## src/rtl/alu_pkg.sv

```systemverilog
// alu_pkg: shared opcode/state encodings and the counter-width helper for alu_seq.
package alu_pkg;

  // 3-bit opcode space.
  typedef enum logic [2:0] {
    OP_ADD = 3'b000,
    OP_SUB = 3'b001,
    OP_AND = 3'b010,
    OP_OR  = 3'b011,
    OP_XOR = 3'b100,
    OP_SHL = 3'b101,
    OP_SHR = 3'b110,
    OP_MUL = 3'b111
  } alu_op_e;

  // Control FSM states.
  typedef enum logic [1:0] {
    ST_IDLE = 2'd0,
    ST_EXEC = 2'd1,
    ST_DONE = 2'd2
  } alu_state_e;

  // Ceiling log2; counters are sized clog2(WIDTH+1) so they can hold WIDTH itself.
  function automatic int clog2(input int value);
    int res;
    int v;
    res = 0;
    v = value - 1;
    while (v > 0) begin
      res = res + 1;
      v = v >> 1;
    end
    return res;
  endfunction

endpackage

```

## src/rtl/alu_seq_if.sv

```systemverilog
// alu_seq_if: operation request and result channels of alu_seq.
// Optional macro ALU_SEQ_OVF_FLAG_EN adds the signed-overflow flag vf.
//
// Handshake rules (both channels): a transfer happens at a rising clk edge
// where valid && ready are both 1. The producer holds its payload stable while
// valid is high; ready may not depend combinationally on valid. in_ready is a
// pure decode of the FSM state, and r/flags stay frozen while out_valid is high
// until out_ready completes the transfer.
interface alu_seq_if #(
  parameter int WIDTH = 4
);
  logic             in_valid;
  logic             in_ready;
  logic [WIDTH-1:0] a;
  logic [WIDTH-1:0] b;
  logic [2:0]       op;
  logic             out_valid;
  logic             out_ready;
  logic [WIDTH-1:0] r;
  logic             cf;
  logic             sf;
  logic             zf;
`ifdef ALU_SEQ_OVF_FLAG_EN
  logic             vf;

  modport master (
    output in_valid, a, b, op, out_ready,
    input  in_ready, out_valid, r, cf, sf, zf, vf
  );

  modport slave (
    input  in_valid, a, b, op, out_ready,
    output in_ready, out_valid, r, cf, sf, zf, vf
  );
`else
  modport master (
    output in_valid, a, b, op, out_ready,
    input  in_ready, out_valid, r, cf, sf, zf
  );

  modport slave (
    input  in_valid, a, b, op, out_ready,
    output in_ready, out_valid, r, cf, sf, zf
  );
`endif
endinterface

```

## src/rtl/alu_mul_iter.sv

```systemverilog
// alu_mul_iter: iterative unsigned shift-add multiplier, one partial product per
// cycle for WIDTH cycles after start_i. done_o flags the cycle whose edge
// performs the final step; product_o then carries the completed product.
module alu_mul_iter
  import alu_pkg::*;
#(
  parameter int WIDTH = 4
) (
  input  logic               clk,
  input  logic               rst_n,
  input  logic               start_i,
  input  logic [WIDTH-1:0]   a_i,
  input  logic [WIDTH-1:0]   b_i,
  output logic               done_o,
  output logic [2*WIDTH-1:0] product_o
);

  localparam int CW = clog2(WIDTH + 1);

  // acc holds {partial high half, remaining multiplier bits}.
  logic [2*WIDTH-1:0] acc_q, acc_d;
  logic [WIDTH-1:0]   mcand_q, mcand_d;
  logic [CW-1:0]      cnt_q, cnt_d;
  logic               busy_q, busy_d;
  logic [WIDTH:0]     hi_sum;
  logic [2*WIDTH-1:0] step;

  // One shift-add step: conditionally add the multiplicand, then shift right.
  always_comb begin
    hi_sum = {1'b0, acc_q[2*WIDTH-1:WIDTH]} + (acc_q[0] ? {1'b0, mcand_q} : '0);
    step   = {hi_sum, acc_q[WIDTH-1:1]};
  end

  // Load on start, otherwise iterate while busy.
  always_comb begin
    acc_d   = acc_q;
    mcand_d = mcand_q;
    cnt_d   = cnt_q;
    busy_d  = busy_q;
    if (start_i) begin
      acc_d   = {{WIDTH{1'b0}}, b_i};
      mcand_d = a_i;
      cnt_d   = CW'(WIDTH);
      busy_d  = 1'b1;
    end else if (busy_q) begin
      acc_d = step;
      cnt_d = cnt_q - CW'(1);
      if (cnt_q == CW'(1)) begin
        busy_d = 1'b0;
      end
    end
  end

  // Multiplier state registers.
  always_ff @(posedge clk or negedge rst_n) begin
    if (!rst_n) begin
      acc_q   <= '0;
      mcand_q <= '0;
      cnt_q   <= '0;
      busy_q  <= 1'b0;
    end else begin
      acc_q   <= acc_d;
      mcand_q <= mcand_d;
      cnt_q   <= cnt_d;
      busy_q  <= busy_d;
    end
  end

  assign done_o    = busy_q && (cnt_q == CW'(1));
  assign product_o = step;

endmodule

```

## src/rtl/alu_seq.sv

```systemverilog
// alu_seq: handshaked WIDTH-bit ALU with registered result/flags, bit-serial
// shifts and an iterative multiplier.
// Optional macro ALU_SEQ_OVF_FLAG_EN adds the signed-overflow flag vf.
module alu_seq
  import alu_pkg::*;
#(
  parameter int WIDTH = 4
) (
  input  logic       clk,
  input  logic       rst_n,
  alu_seq_if.slave   bus,
  output alu_state_e state_o
);

  localparam int CW = clog2(WIDTH + 1);
  localparam logic [WIDTH:0] WIDTH_V = (WIDTH + 1)'(WIDTH);

  alu_state_e       state_q, state_d;
  alu_op_e          op_q, op_d, op_in;
  logic [WIDTH-1:0] sh_q, sh_d;
  logic [CW-1:0]    cnt_q, cnt_d;
  logic [WIDTH-1:0] r_q, r_d;
  logic             cf_q, cf_d;
  logic             sf_q, sf_d;
  logic             zf_q, zf_d;

  logic             accept;
  logic             b_zero;
  logic             b_big;
  logic             shift_multi;
  logic             exec_last;
  logic [WIDTH:0]   sum;
  logic [WIDTH:0]   diff;
  logic             ld;
  logic [WIDTH-1:0] res;
  logic             c;
  logic             mul_done;
  logic [2*WIDTH-1:0] mul_prod;

  assign op_in       = alu_op_e'(bus.op);
  assign accept      = bus.in_valid && (state_q == ST_IDLE);
  assign b_zero      = (bus.b == '0);
  assign b_big       = ({1'b0, bus.b} >= WIDTH_V);
  assign shift_multi = ((op_in == OP_SHL) || (op_in == OP_SHR)) && !b_zero && !b_big;
  assign sum         = {1'b0, bus.a} + {1'b0, bus.b};
  assign diff        = {1'b0, bus.a} - {1'b0, bus.b};
  assign exec_last   = (op_q == OP_MUL) ? mul_done : (cnt_q == CW'(1));

  alu_mul_iter #(.WIDTH(WIDTH)) u_mul (
    .clk       (clk),
    .rst_n     (rst_n),
    .start_i   (accept && (op_in == OP_MUL)),
    .a_i       (bus.a),
    .b_i       (bus.b),
    .done_o    (mul_done),
    .product_o (mul_prod)
  );

  // FSM state register.
  always_ff @(posedge clk or negedge rst_n) begin
    if (!rst_n) begin
      state_q <= ST_IDLE;
    end else begin
      state_q <= state_d;
    end
  end

  // FSM next state: multi-cycle ops detour through EXEC.
  always_comb begin
    state_d = state_q;
    case (state_q)
      ST_IDLE: begin
        if (accept) begin
          state_d = ((op_in == OP_MUL) || shift_multi) ? ST_EXEC : ST_DONE;
        end
      end
      ST_EXEC: begin
        if (exec_last) begin
          state_d = ST_DONE;
        end
      end
      ST_DONE: begin
        if (bus.out_ready) begin
          state_d = ST_IDLE;
        end
      end
      default: state_d = ST_IDLE;
    endcase
  end

  // FSM outputs: handshake signals are pure state decodes.
  always_comb begin
    bus.in_ready  = (state_q == ST_IDLE);
    bus.out_valid = (state_q == ST_DONE);
    state_o       = state_q;
  end

  // Datapath next state: single-cycle results at accept, shift/mul steps in EXEC.
  always_comb begin
    op_d  = op_q;
    sh_d  = sh_q;
    cnt_d = cnt_q;
    r_d   = r_q;
    cf_d  = cf_q;
    sf_d  = sf_q;
    zf_d  = zf_q;
    ld    = 1'b0;
    res   = '0;
    c     = 1'b0;
    case (state_q)
      ST_IDLE: begin
        if (accept) begin
          op_d  = op_in;
          sh_d  = bus.a;
          cnt_d = CW'(bus.b);
          ld    = 1'b1;
          case (op_in)
            OP_ADD: begin
              res = sum[WIDTH-1:0];
              c   = sum[WIDTH];
            end
            OP_SUB: begin
              res = diff[WIDTH-1:0];
              c   = diff[WIDTH];
            end
            OP_AND: res = bus.a & bus.b;
            OP_OR:  res = bus.a | bus.b;
            OP_XOR: res = bus.a ^ bus.b;
            OP_SHL, OP_SHR: begin
              if (b_zero) begin
                res = bus.a;
              end else if (b_big) begin
                res = '0;
                c   = (op_in == OP_SHL) ? bus.a[WIDTH-1] : bus.a[0];
              end else begin
                ld = 1'b0;
              end
            end
            default: ld = 1'b0;
          endcase
        end
      end
      ST_EXEC: begin
        if (op_q == OP_MUL) begin
          if (mul_done) begin
            ld  = 1'b1;
            res = mul_prod[WIDTH-1:0];
            c   = |mul_prod[2*WIDTH-1:WIDTH];
          end
        end else begin
          if (op_q == OP_SHL) begin
            sh_d = {sh_q[WIDTH-2:0], 1'b0};
            c    = sh_q[WIDTH-1];
          end else begin
            sh_d = {1'b0, sh_q[WIDTH-1:1]};
            c    = sh_q[0];
          end
          cnt_d = cnt_q - CW'(1);
          if (cnt_q == CW'(1)) begin
            ld  = 1'b1;
            res = sh_d;
          end
        end
      end
      default: ;
    endcase
    if (ld) begin
      r_d  = res;
      cf_d = c;
      sf_d = res[WIDTH-1];
      zf_d = (res == '0);
    end
  end

  // Datapath registers; result and flags hold until the next load.
  always_ff @(posedge clk or negedge rst_n) begin
    if (!rst_n) begin
      op_q  <= OP_ADD;
      sh_q  <= '0;
      cnt_q <= '0;
      r_q   <= '0;
      cf_q  <= 1'b0;
      sf_q  <= 1'b0;
      zf_q  <= 1'b0;
    end else begin
      op_q  <= op_d;
      sh_q  <= sh_d;
      cnt_q <= cnt_d;
      r_q   <= r_d;
      cf_q  <= cf_d;
      sf_q  <= sf_d;
      zf_q  <= zf_d;
    end
  end

  assign bus.r  = r_q;
  assign bus.cf = cf_q;
  assign bus.sf = sf_q;
  assign bus.zf = zf_q;

`ifdef ALU_SEQ_OVF_FLAG_EN
  logic vf_q, vf_d;

  // Signed overflow is only meaningful for ADD/SUB; every other op clears it.
  always_comb begin
    vf_d = vf_q;
    if (accept) begin
      case (op_in)
        OP_ADD:  vf_d = (bus.a[WIDTH-1] == bus.b[WIDTH-1]) && (sum[WIDTH-1] != bus.a[WIDTH-1]);
        OP_SUB:  vf_d = (bus.a[WIDTH-1] != bus.b[WIDTH-1]) && (diff[WIDTH-1] != bus.a[WIDTH-1]);
        default: vf_d = 1'b0;
      endcase
    end
  end

  // Overflow flag register.
  always_ff @(posedge clk or negedge rst_n) begin
    if (!rst_n) begin
      vf_q <= 1'b0;
    end else begin
      vf_q <= vf_d;
    end
  end

  assign bus.vf = vf_q;
`endif

endmodule

```

## src/flat_wrapper.sv

```systemverilog
// flat-port wrapper written by rule: the top's interface ports become plain ports
module alu_seq_flat import alu_pkg::*;
#(
  parameter int WIDTH = 4
)
  (clk, rst_n, state_o, bus_in_valid, bus_a, bus_b, bus_op, bus_out_ready, bus_in_ready, bus_out_valid, bus_r, bus_cf, bus_sf, bus_zf);
  alu_seq_if #(.WIDTH(WIDTH)) bus_i ();
  input  logic clk;
  input  logic rst_n;
  output alu_state_e state_o;
  input wire logic [$bits(bus_i.in_valid)-1:0] bus_in_valid;
  input wire logic [$bits(bus_i.a)-1:0] bus_a;
  input wire logic [$bits(bus_i.b)-1:0] bus_b;
  input wire logic [$bits(bus_i.op)-1:0] bus_op;
  input wire logic [$bits(bus_i.out_ready)-1:0] bus_out_ready;
  output wire logic [$bits(bus_i.in_ready)-1:0] bus_in_ready;
  output wire logic [$bits(bus_i.out_valid)-1:0] bus_out_valid;
  output wire logic [$bits(bus_i.r)-1:0] bus_r;
  output wire logic [$bits(bus_i.cf)-1:0] bus_cf;
  output wire logic [$bits(bus_i.sf)-1:0] bus_sf;
  output wire logic [$bits(bus_i.zf)-1:0] bus_zf;
  assign bus_i.in_valid = bus_in_valid;
  assign bus_i.a = bus_a;
  assign bus_i.b = bus_b;
  assign bus_i.op = bus_op;
  assign bus_i.out_ready = bus_out_ready;
  assign bus_in_ready = bus_i.in_ready;
  assign bus_out_valid = bus_i.out_valid;
  assign bus_r = bus_i.r;
  assign bus_cf = bus_i.cf;
  assign bus_sf = bus_i.sf;
  assign bus_zf = bus_i.zf;
  alu_seq #(.WIDTH(WIDTH)) u_core (.clk(clk), .rst_n(rst_n), .bus(bus_i), .state_o(state_o));
endmodule
```

## config.mk

```make
export PLATFORM = sky130hd
export DESIGN_NAME = alu_seq_flat
export DESIGN_NICKNAME = d
export VERILOG_FILES = /design/src/rtl/alu_pkg.sv /design/src/rtl/alu_seq_if.sv /design/src/rtl/alu_mul_iter.sv /design/src/rtl/alu_seq.sv /design/src/flat_wrapper.sv
export SDC_FILE = /design/constraint.sdc
export NUM_CORES = 1
export LEC_CHECK = 0
export CAP_MARGIN = 30
export CORE_MARGIN = 2
export CORE_UTILIZATION = 45
export CTS_CLUSTER_SIZE = 12
export DETAILED_ROUTE_END_ITERATION = 10
export GPL_TIMING_DRIVEN = 0
export PLACE_DENSITY_LB_ADDON = 0.2
export RECOVER_POWER = 50
export REMOVE_ABC_BUFFERS = 1
export SETUP_SLACK_MARGIN = 0.15
export SLEW_MARGIN = 25
export SYNTH_ARGS = -nofsm -noshare
export SYNTH_HDL_FRONTEND = slang
export SYNTH_SLANG_ARGS = --single-unit
```

## constraint.sdc

```tcl
create_clock -name clk -period 3.4 [get_ports clk]
set_input_delay 0.34 -clock clk [delete_from_list [all_inputs] [get_ports clk]]
set_output_delay 0.34 -clock clk [all_outputs]
set_load 0.03 [all_outputs]
```

==> results of run 1 <==
power by group through the flow:
| stage | sequential, uW | clock, uW | combinational, uW |
|---|---|---|---|
| final | 770 | 287 | 964 |
| after global routing | 801 | 310 | 1070 |
| after CTS | 770 | 296 | 973 |
| after detailed placement | 777 | 0 | 963 |
| after global placement | 772 | 0 | 946 |
| after floorplan | 819 | 0 | 588 |
cell families (layout without fill, tap and decap cells):
kind of cell,after synthesis,after routing
DFF,34,34
buffers and inverters,38,60
xor gates and xnor gates,8,8
muxes,13,13
adders and majority gates,23,23
and+or+nand+nor,93,93
AOI/OAI and AO/OA,76,76
placed cells by master (no fill, tap or decap), types with 3 or more instances in the layout:
master | netlist | routed
sky130_fd_sc_hd__xnor2_1 | 4 | 4
sky130_fd_sc_hd__ha_1 | 20 | 20
sky130_fd_sc_hd__clkdlybuf4s50_1 | 0 | 21
sky130_fd_sc_hd__nand2_1 | 33 | 33
sky130_fd_sc_hd__o21ai_1 | 10 | 10
sky130_fd_sc_hd__nor2b_1 | 7 | 7
sky130_fd_sc_hd__xor2_1 | 4 | 4
sky130_fd_sc_hd__and2_1 | 5 | 5
sky130_fd_sc_hd__dlygate4sd3_1 | 0 | 4
sky130_fd_sc_hd__dfrtp_1 | 34 | 34
sky130_fd_sc_hd__nor2_1 | 18 | 17
sky130_fd_sc_hd__nand3_1 | 5 | 5
sky130_fd_sc_hd__a21oi_1 | 13 | 13
sky130_fd_sc_hd__clkbuf_8 | 0 | 5
sky130_fd_sc_hd__mux2_2 | 4 | 4
sky130_fd_sc_hd__o21ai_0 | 15 | 15
sky130_fd_sc_hd__a221o_1 | 3 | 3
sky130_fd_sc_hd__mux2i_1 | 8 | 8
sky130_fd_sc_hd__nor3_1 | 6 | 6
sky130_fd_sc_hd__fa_1 | 3 | 3
sky130_fd_sc_hd__o211ai_1 | 4 | 4
sky130_fd_sc_hd__nand2b_1 | 6 | 6
sky130_fd_sc_hd__inv_1 | 25 | 25
sky130_fd_sc_hd__a21o_1 | 7 | 7
layout make-up:
class	instances	area [um2]
repair buffers	28	263
multi-input cells	213	1500
fillers	508	2570
clock inverters	2	10.0
flip-flops and latches	34	851
inverters	25	93.8
well taps	72	90.1
clock buffers	5	68.8
critical path, stage by stage:
cell and delay [ps]:
sky130_fd_sc_hd__clkdlybuf4s50_1 650, sky130_fd_sc_hd__ha_1 260, sky130_fd_sc_hd__inv_1 70, sky130_fd_sc_hd__fa_1 420
sky130_fd_sc_hd__nor2_4 120, sky130_fd_sc_hd__xnor2_1 70, sky130_fd_sc_hd__a221o_1 300, sky130_fd_sc_hd__a221o_1 340
sky130_fd_sc_hd__a211o_1 250, sky130_fd_sc_hd__o41ai_2 260
synthesized netlist by cell type, types with 3 or more instances:
master	n	share of area, %
sky130_fd_sc_hd__nor3_1	6	1.2
sky130_fd_sc_hd__nand2b_1	6	1.5
sky130_fd_sc_hd__a221o_1	3	1.2
sky130_fd_sc_hd__o211ai_1	4	1.2
sky130_fd_sc_hd__fa_1	3	2.4
sky130_fd_sc_hd__mux2_2	4	1.8
sky130_fd_sc_hd__a21oi_1	13	2.6
sky130_fd_sc_hd__clkbuf_1	5	0.75
sky130_fd_sc_hd__buf_2	4	0.80
sky130_fd_sc_hd__a21o_1	7	2.1
sky130_fd_sc_hd__xnor2_1	4	1.4
sky130_fd_sc_hd__and2_1	5	1.2
sky130_fd_sc_hd__nor2_1	18	2.7
sky130_fd_sc_hd__xor2_1	4	1.4
sky130_fd_sc_hd__ha_1	20	10
sky130_fd_sc_hd__mux2i_1	8	3.2
sky130_fd_sc_hd__inv_1	25	3.7
sky130_fd_sc_hd__nand2_1	33	4.9
sky130_fd_sc_hd__o21ai_1	10	2.0
sky130_fd_sc_hd__nor2b_1	7	1.7
sky130_fd_sc_hd__o21ai_0	15	3.0
sky130_fd_sc_hd__nand3_1	5	1.0
sky130_fd_sc_hd__dfrtp_1	34	34
routing by layer:
layer / part of all wire, % / vias to the layer above / routed length (um) / global-route usage [%]
met3: 5.2 / 10 / 304 / 4.94
met1: 48 / 987 / 2850 / 28.6
met5: 0 / - / 0 / 0
met2: 45 / 55 / 2640 / 31.2
li1: - / 1041 / - / -
met4: 1.8 / 0 / 106 / 7.72
worst max path at each step:
stage,slack [ps],endpoint
3_5_place_dp,200,u_core.bus.zf
2_1_floorplan,910,u_core.u_mul.mcand_q[0]
5_1_grt,340,u_core.bus.zf
3_3_place_gp,190,u_core.bus.zf
4_1_cts,490,u_core.bus.zf
6_report,500,u_core.bus.zf
stage by stage:
stage                     area (um2)  power (uW)  util [%]
final                           2870        2020      52.8
after global routing            2870        2180      52.8
after floorplan                 2440        1410         -
after CTS                       2890        2040      53.2
after detailed placement        2800        1740      51.5
after global placement          2780        1720      51.1
flip-flops by register name, indices dropped and copies added (netlist names):
register,flops
u_core.bus.cf,1
u_core.bus.r,3
u_core.bus.sf,1
u_core.bus.zf,1
u_core.cnt_q,3
u_core.op_q,3
u_core.sh_q,4
u_core.state_o,2
u_core.u_mul.acc_q,8
u_core.u_mul.busy_q,1
u_core.u_mul.cnt_q,3
u_core.u_mul.mcand_q,4
timing repair:
item,in CTS,in global routing
setup endpoints to repair,0,0
hold buffers,1,0
endpoints found under the hold margin,14,0
==> results summary, run 1 <==
After synthesis, the largest family of logic cells by area is compound AO/OA/AOI/OAI gates. The cell count after synthesis is 285. Setup slack on the critical path of the routed design comes to 501 ps. The largest buffer count on any clock path came out at 2. The via count of the first global-routing pass came out at 2052. The number of buffers added for setup after CTS came out at 0. The number of enable flip-flop cells after synthesis is 0. The routed layout has 2093 vias. The number of distinct library cells after synthesis is 55. The maximum fanout along the worst path is 6. For this design, the sink count on the clock tree is 34. STA classifies the critical path endpoint as a register.

The setup clock skew after layout came out at 5.85 ps. The remaining routing DRC violations came out at 0. The total overflow left after global routing is 0. In this run, CTS created clock tree buffers numbering 5. The fraction of final layout cells with drive strength greater than 1 is 5.54%. TritonCTS built the clock tree. The initial antenna violation count is 0.

The detailed placer's ending HPWL came out at 4420 um. The starting DRC count in detailed routing is 125. Setup repair after global routing left no endpoint under its margin. Compared with the post-synthesis result, the final layout area differs by 14.4%. The flip-flop and latch count after synthesis is 34. The count of final hold-check violations is 0.

The root buffer cell chosen for the clock tree is sky130_fd_sc_hd__clkbuf_8. The worst register-to-register path has a setup slack of 1050 ps. The wire length per cell after detailed routing is 15.6 um. The beginning of the critical path is bus_a[0].

The path with the worst hold slack has its endpoint at u_core.bus.r[1]. The later-pin clock latency in the skew report is 290 ps. The setup slack after placement is 203 ps. The post-synthesis mux area share is 5.43%. The sort of element at the start of the critical path is a primary input. CTS built an H-tree with a depth of 2. The tightest min-delay check is of the reg -> reg type. The synthesized area per cell came out at 8.81 um2. The final non-filler cell total is 379. The start-to-end type of the worst setup path is in -> reg. The arrival time at the worst endpoint came out at 3090 ps. The number of detailed-route iterations in the first pass came out at 4. The worst register-to-register path ends at u_core.bus.zf. The transition time of the tightest slew-check pin is 1110 ps. The flow ran to the end, and the final reports show no timing, DRC or antenna violations. Of the total synthesized cell area, the portion taken by full adders, half adders and majority gates is 12.4%. Row generation in the floorplan step produced 27 rows. The area of the core region is 0.00544 mm2.

The highest clock rate came out at 0.345 GHz. Counting I/O delays and the setup requirement, the final critical path takes 2900 ps. In the routed layout, each cell is associated on average with a via count of 5.52.

The total length of routed wires is 5900 um. The minimum hold slack came out at 485 ps. After clock tree synthesis, the clock-pin slew on the worst setup and hold paths is 70 ps. The final worst-path cycle share is 85.3%. The y dimension of the die is 78.7 um. The width of the chip is 78.7 um. In this run the remaining antenna-violating nets after routing total 0. The number of top-level pins came out at 26.

The async set-or-reset flop fraction in the synthesized netlist came out at 100%. The critical path required time came out at 3590 ps. The total global-route track usage is 20.6%.

The fraction of power spent switching nets is 42.9%. The cell count of the worst hold path came out at 1. The total setup violations reported at the end of the flow is 0.

The area enclosed by the die boundary came out at 0.00619 mm2. The total number of yosys warnings came out at 0. The simple-gate area share of the yosys netlist is 18.6%. The part of the power in combinational logic is 47.7%. Including well taps, the total number of placed cells is 370. The final number of max-transition violations came out at 0.

Among all flip-flop cells after synthesis, the most frequent one is sky130_fd_sc_hd__dfrtp_1. The register share of total power came out at 38.1%. The number of max-cap violations is 0. The number of gates resized after CTS was 0.

The post-synthesis cell area came out at 0.00251 mm2. The first global-routing pass estimated 9950 um of wire. The leakage power came out at 0.00131 uW.

The ratio of total power to cell area is 704 mW/mm2. The initial standard-cell utilization of the core came out at 46.1%. The setup TNS after final layout is 0 ps. Measured in cells, the most critical reg-to-reg path has a length of 6. In this run the critical register-to-register path is launched from u_core.u_mul.busy_q. The largest voltage drop on the vdd net came out at 0.452 mV.

In this run the most critical hold path is launched from u_core.bus.r[1]. Entering global routing, the biggest net connects 21 pins. Port buffering added 25 buffers. The share of the Yosys chip area taken by registers is 33.9%. The worst-case headroom to the max-slew limit came out at 26.2%.

The routability congestion estimate is 0.888. The internal portion of the total power is 1150 uW. The number of antenna diodes came out at 0. The net total in the final layout is 345. The xor and xnor fraction of the mapped netlist area is 2.79%.

The clock group share of total power came out at 14.2%. The compound-gate portion of the synthesized area is 20.3%. The net load switching power came out at 867 uW.
Note: power is estimated with default switching activity, not from simulation.
==> run 2, diff against run 1 <==
==> constraint.sdc (replaced) <==
create_clock -name clk -period 2.85 [get_ports clk]
set_input_delay 0.285 -clock clk [delete_from_list [all_inputs] [get_ports clk]]
set_output_delay 0.285 -clock clk [all_outputs]
set_load 0.03 [all_outputs]
==> results summary, run 2 (synthesized netlist as in run 1, its figures left out) <==
The flow ran to the end, and the final reports show no timing, DRC or antenna violations. The total global-route track usage came out at 20.6% (unchanged). In the final layout, the registers with the most flip-flops are u_core.u_mul.acc_q x8, u_core.sh_q x4, u_core.u_mul.mcand_q x4. Setup repair after global routing left no endpoint under its margin. The transition time of the tightest slew-check pin is 1120 ps (+15.5 ps). In the layout the commonest cells are sky130_fd_sc_hd__dfrtp_1, sky130_fd_sc_hd__nand2_1, sky130_fd_sc_hd__inv_1, sky130_fd_sc_hd__ha_1, sky130_fd_sc_hd__nor2_1. The worst setup path is launched from a primary input. The later-pin clock latency in the skew report came out at 290 ps (about the same). The CTS buffer count came to 5 (unchanged).

The vias per cell came out at 5.49 (-0.57%). The worst path needs 2540 ps of the cycle, external delays included. The net total in the final layout came out at 345 (unchanged).

The total length of routed wires came out at 5940 um (+0.63%). The worst path buffer plus inverter count was 1 (-1). TritonCTS built the clock tree.

The y dimension of the die came out at 78.7 um (unchanged). The number of detailed-route iterations in the first pass is 4 (unchanged). The global-route wire length before repair came out at 9940 um (-0.13%).

Among cell families on the critical path, the largest total delay comes from compound AO/OA/AOI/OAI gates. The number of top-level pins came out at 26 (unchanged). The area after detailed placement was 0.00280 mm2 (unchanged). The final worst-path cycle share is 89.1%. The remaining routing DRC violations is 0 (unchanged).

The largest buffer count on any clock path came out at 2 (unchanged). The width of the chip is 78.7 um (unchanged). The final-layout fill cell count is 508 (unchanged). The detailed placer's ending HPWL came out at 4420 um (unchanged). The ratio of total power to cell area came out at 841 mW/mm2 (+19%). The worst setup path is of the in -> reg kind. The clock sink count is 34 (unchanged). The tree is rooted in a sky130_fd_sc_hd__clkbuf_8. The most common library cell in the layout ignoring fill and taps is sky130_fd_sc_hd__dfrtp_1.

The critical path required time is 3030 ps (-560 ps). The maximum fanout along the worst path is 19 (+13). The count of final hold-check violations is 0 (unchanged).

The total setup violations reported at the end of the flow is 0 (unchanged). The residual overflow from global routing is 0 (unchanged). The worst hold path belongs to the class in -> reg.

The via count is 2081 (-0.57%). The largest incremental delay on the critical path is 870 ps (+220 ps). The wire length per cell after detailed routing is 15.7 um (+0.63%). Relative to the synthesized area, the layout overhead comes to 14.3%.

The final number of max-transition violations came to 0 (unchanged). The worst-case headroom to the max-slew limit came out at 25.2% (-1.0 points). The worst setup path is captured at a register. The number of max-cap violations is 0 (unchanged). The starting DRC count in detailed routing came out at 158 (+26%). The H-tree depth reported by CTS came to 2 (unchanged). The setup clock skew after layout came to 5.43 ps (-0.420 ps). The leakage power came out at 0.00133 uW (+1.7%). The fraction of final layout cells with drive strength greater than 1 came out at 5.86% (+0.33 points).

The number of buffers added for setup after CTS came out at 0 (unchanged). The number of rows created at floorplan is 27 (unchanged). The initial antenna violation count came out at 0 (unchanged). The area enclosed by the die boundary came out at 0.00619 mm2 (unchanged).

The pin count of the biggest net entering global routing was 21 (unchanged). The number of nets with antenna violations after detailed routing came out at 0 (unchanged). The utilization after layout came out at 52.7% (-0.069 points).

The routability congestion estimate is 0.888 (unchanged). The signal on the critical path passes through clkdlybuf4s50_1 -> nor2_1 -> o41ai_1 -> a211o_1 -> a21o_1 -> mux2_1. The area of the core region is 0.00544 mm2 (unchanged). The number of antenna diodes was 0 (unchanged).

The initial standard-cell utilization of the core came out at 46.1% (unchanged). The flip-flop count of the largest register, all copies and words added is 8 (unchanged). The via count of the first global-routing pass was 2050 (-0.097%). The arrival time at the worst endpoint was 2720 ps (-370 ps). The clock transition time at the flip-flop clock pins of the worst setup and hold paths is 70 ps (about the same).

The finished layout cell area came out at 0.00287 mm2 (-0.13%). The highest clock rate is 0.394 GHz. The count of port buffers added during placement is 25 (unchanged). The master of the slowest instance on the critical path is sky130_fd_sc_hd__clkdlybuf4s50_1. The largest voltage drop on the vdd net came out at 0.542 mV (+20%). Ranked by flip-flop count, first place goes to u_core.u_mul.acc_q.
-- run 2: final timing paths --
check / cells after the start / slack [ps] / endpoint / start
worst min register to register: 1 / 490 / u_core.bus.r[1] / u_core.bus.r[1]
max in group asynchronous: 3 / 780 / u_core.bus.sf / rst_n
worst max register to register: 6 / 470 / u_core.bus.zf / u_core.u_mul.busy_q
min in group asynchronous: 2 / 590 / u_core.sh_q[0] / rst_n
worst min-delay path: 2 / 380 / u_core.u_mul.mcand_q[0] / bus_a[0]
worst max-delay path: 6 / 310 / u_core.bus.cf / bus_op[0]
-- run 2: metal layers --
layer	up-vias	wire (um)	share of wire [%]	global-route usage, %
met1	986	2870	48	28.7
met3	6	326	5.5	4.48
li1	1038	-	-	-
met5	-	0	0	0
met2	51	2680	45	31.4
met4	0	66	1.1	7.72
-- run 2: worst reg2reg max path, stage by stage, from the launching register on --
cell and delay (ps):
sky130_fd_sc_hd__dfrtp_1 750, sky130_fd_sc_hd__and4b_4 400, sky130_fd_sc_hd__a32oi_1 120, sky130_fd_sc_hd__a2111oi_0 550, sky130_fd_sc_hd__a221o_1 250, sky130_fd_sc_hd__a211o_1 130
sky130_fd_sc_hd__o41ai_2 70
-- run 2: where the power goes --
| part | internal, uW | switching (uW) | leakage (uW) |
|---|---|---|---|
| Clock | 164 | 179 | 0.0000438 |
| Combinational | 511 | 638 | 0.000865 |
| Sequential | 701 | 219 | 0.000423 |
-- run 2: layout make-up --
cell class                 instances  area (um2)  share of cell area [%]
sequential                        34         851                    29.7
inverter                          25        93.8                    3.27
clock buffer                       5        68.8                    2.40
timing repair buffer              28         259                    9.03
clock inverter                     2        10.0                   0.349
multi-input combinational        213        1500                    52.1
tap                               72        90.1                    3.14
-- run 2: through the flow --
stage / power [uW] / setup TNS (ps) / setup WS (ps) / hold slack, ps / std cells
6_report: 2410 / 0 / 310 / 376 / 379
5_1_grt: 2600 / 0 / 160 / 387 / 379
3_3_place_gp: 2050 / -707 / -306 / 466 / 369
4_1_cts: 2430 / 0 / 175 / 464 / 378
3_5_place_dp: 2080 / -292 / -292 / 232 / 370
2_1_floorplan: 1680 / 0 / 356 / -10.6 / 272
-- run 2: what timing repair did --
item	4_1_cts	5_1_grt
hold endpoints to repair	14	0
gates resized for setup	4	4
hold buffers	1	0
endpoints found under the setup margin	1	1
